===== config.mk =====
export PLATFORM = sky130hd
export DESIGN_NAME = i2s_rx_deserializer_flat
export DESIGN_NICKNAME = d
export VERILOG_FILES = /design/src/rtl/i2s_rx_deserializer_pkg.sv /design/src/rtl/i2s_rx_deserializer_if.sv /design/src/rtl/i2s_rx_deserializer_pin_sync.sv /design/src/rtl/i2s_rx_deserializer.sv /design/src/flat_wrapper.sv
export SDC_FILE = /design/constraint.sdc
export NUM_CORES = 1
export LEC_CHECK = 0
export ABC_AREA = 1
export BUFFER_PORTS_ARGS = -buffer_cell sky130_fd_sc_hd__buf_2
export CORE_ASPECT_RATIO = 0.7
export CORE_MARGIN = 2
export CORE_UTILIZATION = 52
export DETAILED_ROUTE_END_ITERATION = 6
export PLACE_DENSITY = 0.75
export SLEW_MARGIN = 20
export SYNTH_ARGS = -nofsm -noshare
export SYNTH_HDL_FRONTEND = slang
export SYNTH_HIERARCHICAL = 1
export SYNTH_SLANG_ARGS = --single-unit

===== constraint.sdc =====
create_clock -name Clk -period 1.3 [get_ports Clk]
set_input_delay 0.26 -clock Clk [delete_from_list [all_inputs] [get_ports Clk]]
set_output_delay 0.26 -clock Clk [all_outputs]
set_load 0.02 [all_outputs]

===== src/rtl/i2s_rx_deserializer_pkg.sv =====
// rtl/i2s_rx_deserializer_pkg.sv - shared I2S constants and receive FSM state type
package i2s_pkg;

  // Default captured bits per channel, shared with the transmit-side blocks.
  localparam int I2S_SAMPLE_W = 16;

  // Default synchronizer depth for pins coming from the codec.
  localparam int I2S_SYNC_STAGES = 2;

  // Receive framing state: hunting for a left slot, or inside a left/right slot.
  typedef enum logic [1:0] {
    SEEK  = 2'd0,
    LEFT  = 2'd1,
    RIGHT = 2'd2
  } i2s_rx_state_t;

endpackage


===== src/rtl/i2s_rx_deserializer_if.sv =====
// rtl/i2s_rx_deserializer_if.sv - PCM pair handshake between deserializer and consumer
interface i2s_rx_deserializer_if
  import i2s_pkg::*;
#(
  parameter int SAMPLE_W = I2S_SAMPLE_W
);

  logic                sample_valid;
  logic                sample_ready;
  logic [SAMPLE_W-1:0] left_sample;
  logic [SAMPLE_W-1:0] right_sample;

  // Producer side: the deserializer offers a left/right pair.
  modport master (
    output sample_valid,
    output left_sample,
    output right_sample,
    input  sample_ready
  );

  // Consumer side: level meter, loopback path, etc.
  modport slave (
    input  sample_valid,
    input  left_sample,
    input  right_sample,
    output sample_ready
  );

endinterface


===== src/rtl/i2s_rx_deserializer_pin_sync.sv =====
// rtl/i2s_rx_deserializer_pin_sync.sv - codec pin synchronizers and bclk rise detector
module i2s_pin_sync #(
  parameter int STAGES = 2
) (
  input  logic clk,
  input  logic rst_n,
  input  logic bclk,
  input  logic lrclk,
  input  logic din,
  output logic rise,
  output logic lrclk_s,
  output logic din_s
);

  logic [STAGES-1:0] bclk_ff;
  logic [STAGES-1:0] lrclk_ff;
  logic [STAGES-1:0] din_ff;
  logic              bclk_prev;

  // Multi-flop chains bringing the asynchronous codec pins into the Clk domain.
  always_ff @(posedge clk or negedge rst_n) begin
    if (!rst_n) begin
      bclk_ff  <= '0;
      lrclk_ff <= '0;
      din_ff   <= '0;
    end else begin
      bclk_ff  <= {bclk_ff[STAGES-2:0], bclk};
      lrclk_ff <= {lrclk_ff[STAGES-2:0], lrclk};
      din_ff   <= {din_ff[STAGES-2:0], din};
    end
  end

  // Registered rise pulse; lrclk/din get the same extra stage so all three stay aligned.
  always_ff @(posedge clk or negedge rst_n) begin
    if (!rst_n) begin
      bclk_prev <= 1'b0;
      rise      <= 1'b0;
      lrclk_s   <= 1'b0;
      din_s     <= 1'b0;
    end else begin
      bclk_prev <= bclk_ff[STAGES-1];
      rise      <= bclk_ff[STAGES-1] & ~bclk_prev;
      lrclk_s   <= lrclk_ff[STAGES-1];
      din_s     <= din_ff[STAGES-1];
    end
  end

endmodule


===== src/rtl/i2s_rx_deserializer.sv =====
// rtl/i2s_rx_deserializer.sv - I2S receive deserializer producing left/right PCM pairs
module i2s_rx_deserializer
  import i2s_pkg::*;
#(
  parameter int SAMPLE_W    = I2S_SAMPLE_W,
  parameter int SYNC_STAGES = I2S_SYNC_STAGES
) (
  input  logic                         Clk,
  input  logic                         Reset_n,
  input  logic                         bclk,
  input  logic                         lrclk,
  input  logic                         din,
  input  logic                         enable,
  input  logic                         clear_flags,
  i2s_rx_deserializer_if.master        smp,
  output logic                         aligned,
  output logic                         overrun,
  output logic                         short_word
);

  localparam int CNT_W = $clog2(SAMPLE_W + 1);
  localparam int IDX_W = (SAMPLE_W > 1) ? $clog2(SAMPLE_W) : 1;
  localparam logic [CNT_W-1:0] CNT_FULL = CNT_W'(SAMPLE_W);

  logic                rise;
  logic                lr_s;
  logic                din_s;

  i2s_rx_state_t       state;
  logic                prev_lr;
  logic [SAMPLE_W-1:0] shift_reg;
  logic [CNT_W-1:0]    bit_cnt;
  logic [SAMPLE_W-1:0] left_hold;

  logic                valid_q;
  logic [SAMPLE_W-1:0] left_q;
  logic [SAMPLE_W-1:0] right_q;

  logic                slot_start;
  logic                word_short;
  logic                commit_left;
  logic                pair_done;
  logic                set_short;
  logic                set_overrun;
  logic [IDX_W-1:0]    bit_pos;

  i2s_pin_sync #(
    .STAGES (SYNC_STAGES)
  ) u_pin_sync (
    .clk     (Clk),
    .rst_n   (Reset_n),
    .bclk    (bclk),
    .lrclk   (lrclk),
    .din     (din),
    .rise    (rise),
    .lrclk_s (lr_s),
    .din_s   (din_s)
  );

  // A slot begins on the first rise that sees word select change.
  assign slot_start  = rise & (lr_s != prev_lr);
  assign word_short  = (bit_cnt < CNT_FULL);
  assign commit_left = enable & slot_start & lr_s & (state == LEFT);
  assign pair_done   = enable & slot_start & ~lr_s & (state == RIGHT);
  assign set_short   = (commit_left | pair_done) & word_short;
  assign set_overrun = pair_done & valid_q & ~smp.sample_ready;
  // Bits land MSB-first so a short slot is already left-justified with zero LSBs.
  assign bit_pos     = IDX_W'(SAMPLE_W - 1) - IDX_W'(bit_cnt);

  // Framing FSM with shifter and bit counter; word select history runs even when disabled.
  always_ff @(posedge Clk or negedge Reset_n) begin
    if (!Reset_n) begin
      state     <= SEEK;
      prev_lr   <= 1'b0;
      shift_reg <= '0;
      bit_cnt   <= '0;
      left_hold <= '0;
      aligned   <= 1'b0;
    end else begin
      if (rise) begin
        prev_lr <= lr_s;
      end
      if (!enable) begin
        state     <= SEEK;
        aligned   <= 1'b0;
        shift_reg <= '0;
        bit_cnt   <= '0;
      end else if (rise) begin
        if (slot_start) begin
          // The data bit on the word-select rise belongs to the previous slot.
          shift_reg <= '0;
          bit_cnt   <= '0;
          case (state)
            SEEK: begin
              if (!lr_s) begin
                state   <= LEFT;
                aligned <= 1'b1;
              end
            end
            LEFT: begin
              if (lr_s) begin
                left_hold <= shift_reg;
                state     <= RIGHT;
              end
            end
            RIGHT: begin
              if (!lr_s) begin
                state <= LEFT;
              end
            end
            default: state <= SEEK;
          endcase
        end else if (word_short) begin
          shift_reg[bit_pos] <= din_s;
          bit_cnt            <= bit_cnt + 1'b1;
        end
      end
    end
  end

  // Output pair register: load when empty or being drained, otherwise drop and flag.
  always_ff @(posedge Clk or negedge Reset_n) begin
    if (!Reset_n) begin
      valid_q <= 1'b0;
      left_q  <= '0;
      right_q <= '0;
    end else begin
      if (pair_done && (!valid_q || smp.sample_ready)) begin
        valid_q <= 1'b1;
        left_q  <= left_hold;
        right_q <= shift_reg;
      end else if (valid_q && smp.sample_ready) begin
        valid_q <= 1'b0;
      end
    end
  end

  // Sticky status flags; a new event in the clearing cycle keeps the flag set.
  always_ff @(posedge Clk or negedge Reset_n) begin
    if (!Reset_n) begin
      overrun    <= 1'b0;
      short_word <= 1'b0;
    end else begin
      overrun    <= set_overrun | (overrun & ~clear_flags);
      short_word <= set_short | (short_word & ~clear_flags);
    end
  end

  assign smp.sample_valid = valid_q;
  assign smp.left_sample  = left_q;
  assign smp.right_sample = right_q;

endmodule


===== src/flat_wrapper.sv =====
// flat-port wrapper written by rule: the top's interface ports become plain ports
module i2s_rx_deserializer_flat import i2s_pkg::*;
#(
  parameter int SAMPLE_W    = I2S_SAMPLE_W,
  parameter int SYNC_STAGES = I2S_SYNC_STAGES
)
  (Clk, Reset_n, bclk, lrclk, din, enable, clear_flags, aligned, overrun, short_word, smp_sample_valid, smp_left_sample, smp_right_sample, smp_sample_ready);
  i2s_rx_deserializer_if #(.SAMPLE_W(SAMPLE_W)) smp_i ();
  input  logic Clk;
  input  logic Reset_n;
  input  logic bclk;
  input  logic lrclk;
  input  logic din;
  input  logic enable;
  input  logic clear_flags;
  output logic aligned;
  output logic overrun;
  output logic short_word;
  output wire logic [$bits(smp_i.sample_valid)-1:0] smp_sample_valid;
  output wire logic [$bits(smp_i.left_sample)-1:0] smp_left_sample;
  output wire logic [$bits(smp_i.right_sample)-1:0] smp_right_sample;
  input wire logic [$bits(smp_i.sample_ready)-1:0] smp_sample_ready;
  assign smp_sample_valid = smp_i.sample_valid;
  assign smp_left_sample = smp_i.left_sample;
  assign smp_right_sample = smp_i.right_sample;
  assign smp_i.sample_ready = smp_sample_ready;
  i2s_rx_deserializer #(.SAMPLE_W(SAMPLE_W), .SYNC_STAGES(SYNC_STAGES)) u_core (.Clk(Clk), .Reset_n(Reset_n), .bclk(bclk), .lrclk(lrclk), .din(din), .enable(enable), .clear_flags(clear_flags), .smp(smp_i), .aligned(aligned), .overrun(overrun), .short_word(short_word));
endmodule

==> results_dict.tcl <==
set metrics [dict create \
    status "complete, but fails checks" \
    violations "negative setup slack" \
    hold_start "clear_flags" \
    critPathCaptureType "register" \
    worst_pin_slew_ns 0.406 \
    grt.total_usage 0.236 \
    r2r_slack_ns -0.24 \
    die_w_um 107 \
    hold_class "input port to register" \
    setup_viol 73 \
    cts_max_level 3 \
    grt_max_degree 35 \
    grt_pass1_vias 3079 \
    fillers 526 \
    via_per_inst 5.48 \
    pre_cts_ws_ns -0.124 \
    whs_path_depth 4 \
    synth_commonest_cells "136 x nand2_1, 86 x dfrtp_1, 58 x nand3_1" \
    synth_area_per_cell_um2 8.46 \
    holdWs_ns 0.146 \
    slew_headroom 0.729 \
    yosys.area.top_type "dfrtp_1" \
    cts_sinks 86 \
    seqPwrFrac 0.534 \
    finClkSkew_ns 0.0150 \
    finalCriticalPeriod_ns 1.54 \
    path_class "register to register" \
    startpoint "u_core/prev_lr" \
    required_ns 1.55 \
    synthFlopType "dfrtp_1" \
    yosysTopAreaCellShare 0.563 \
    max_stage_delay_ns 0.44 \
    syn_to_final_growth_pct 37.1 \
    fmax_ghz 0.651 \
    dr.pass1.iters 7 \
    nets 548 \
    n_antenna_cell 0 \
    clkTransAtPathRegs_ns 0.09 \
    design_area_mm2 0.00524 \
    clk-insertion-delay-late_ns 0.37 \
    ys_seq_area_frac 0.563 \
    netlist_area_mm2 0.00382 \
    pin_count 44 \
    period_share 1.18 \
    numCtsBuffers 9 \
    worstPathArrival_ns 1.79 \
    dieArea_mm2 0.00807 \
    drt_iter0_drc 278 \
    wirelength_um 11000 \
    holdPathEnd "u_core/short_word" \
    rr_endpoint "u_core/shift_reg[0]" \
    core_area_mm2 0.00722 \
    r2r-start "u_core/prev_lr" \
    ir_worst_vdd_uv 645 \
    drv_slew 0 \
    grt_overflow_total 0 \
    yosysMostFrequentCell "nand2_1" \
    place_congestion 0.838 \
    power_w 0.00516 \
    syn_nets 464 \
    hold_viol_final 0 \
    synth_edf_count 0 \
    r2r_cells 8 \
    path_max_fanout 12 \
    clockBufferDepth 2 \
    num_vias 3502 \
    antenna_found_initial 0 \
    antenna_left 0 \
    fin_ws_ns -0.237 \
    port_buffers 43 \
    ys_top_cells_by_area "dfrtp_1 56%, nand2_1 13%, nand3_1 7.6%" \
    ys_ff_latch 86 \
    layout-drive-gt1-share 0.348 \
    die_h_um 75.8 \
    switchingPower_w 0.00136 \
    place_hpwl_um 5780 \
    grt_pass1_wl_um 14700 \
    cts_tree "built" \
    path_cells "inv_2, nand2_4, nand3_4, nand3_4, clkbuf_16, nand4_1, nand2_1, inv_1" \
    cp-start-kind "register" \
    maxCapViolCount 0 \
    cp_slowest_cell "dfrtp_1" \
    p_leak_nw 2.65 \
    synthCells 452 \
    comb_power_share 0.092 \
    async_flop_share 1.00 \
    placed_cell_area_mm2 0.00435 \
    powerDensity_mw_per_mm2 984 \
    drcViolationCount 0 \
    start_util 0.530 \
    wl_per_cell_um 17.2 \
    clkPwrFrac 0.374 \
    cp_common_cell "nand3_4" \
    cts_root_buf "clkbuf_8" \
    power.internal_w 0.00380 \
    swShare 0.263 \
    yosysWarnings 6 \
    rsz0062_at_grt "yes" \
    rows 26 \
    synth.distinct_cells 23 \
]
-- critical path, delay by kind of cell (launching register included) --
family                 cells  cell delay, ns
AND/OR/NAND/NOR            5            0.67
buffers and inverters      3            0.31
flip-flops                 1            0.44
-- per-layer routing --
metal / vias to the layer above / GRT usage / wire, um
li1: 1624 / - / -
met1: 1659 / 0.307 / 4570
met2: 182 / 0.387 / 5300
met3: 37 / 0.0727 / 823
met4: 0 / 0.0750 / 281
met5: - / 0 / 0
-- kinds of logic after synthesis --
kind of cell	Yosys count	share of synthesized area
AOI/OAI and AO/OA	45	0.0605
DFF	86	0.563
and+or+nand+nor	251	0.291
adders and majority gates	4	0.0131
buffers and inverters	66	0.0729
-- power groups by stage --
stage / logic [W] / clock network [W] / registers, W
6_report: 0.000477 / 0.00193 / 0.00275
5_1_grt: 0.000517 / 0.00207 / 0.00276
4_1_cts: 0.000411 / 0.00194 / 0.00275
3_5_place_dp: 0.000368 / 0 / 0.00280
3_3_place_gp: 0.000359 / 0 / 0.00280
2_1_floorplan: 0.000189 / 0 / 0.00280
-- worst max-delay path by stage --
stage                                       end  slack, ns
global placement            u_core/shift_reg[7]      -0.05
CTS                 u_core/smp.right_sample[14]      -0.09
global route                u_core/shift_reg[0]      -0.28
floorplan            u_core/smp.left_sample[10]      -0.05
finish                      u_core/shift_reg[0]      -0.24
detailed placement   u_core/smp.right_sample[2]      -0.12
-- layout make-up --
| cell class | instances | area, um2 | area share |
|---|---|---|---|
| multi-input combinational | 300 | 1710 | 0.326 |
| clock inverter | 6 | 70.1 | 0.0134 |
| sequential | 86 | 2160 | 0.411 |
| tap | 98 | 123 | 0.0234 |
| clock buffer | 10 | 128 | 0.0243 |
| inverter | 41 | 160 | 0.0305 |
| timing repair buffer | 98 | 897 | 0.171 |
-- what timing repair did --
action	CTS	global route
hold buffers	4	0
endpoints found under the hold margin	23	0
cloned	2	8
buffers inserted	5	6
pin swaps	4	24
gates resized for setup	39	78
endpoints found under the setup margin	69	74
-- placed cells by master (no fill, tap or decap), drive strengths merged --
cell           n
nor2          33
dlygate4sd3    4
a22o           1
nand3         61
or2            1
ha             4
clkinvlp       3
o21ai         41
nand4         18
inv           42
bufinv         1
clkinv         1
buf           87
a21oi          2
dfrtp         86
clkbuf        17
nand2        138
o211ai         1
-- stage by stage --
stage	setup TNS (ns)	instances	utilization
5_1_grt	-12.91	639	0.726
3_5_place_dp	-2.92	598	0.603
6_report	-9.79	639	0.726
2_1_floorplan	-0.423	452	-
4_1_cts	-3.28	625	0.659
3_3_place_gp	-0.145	598	0.603
Note: power is estimated with default switching activity, not from simulation.
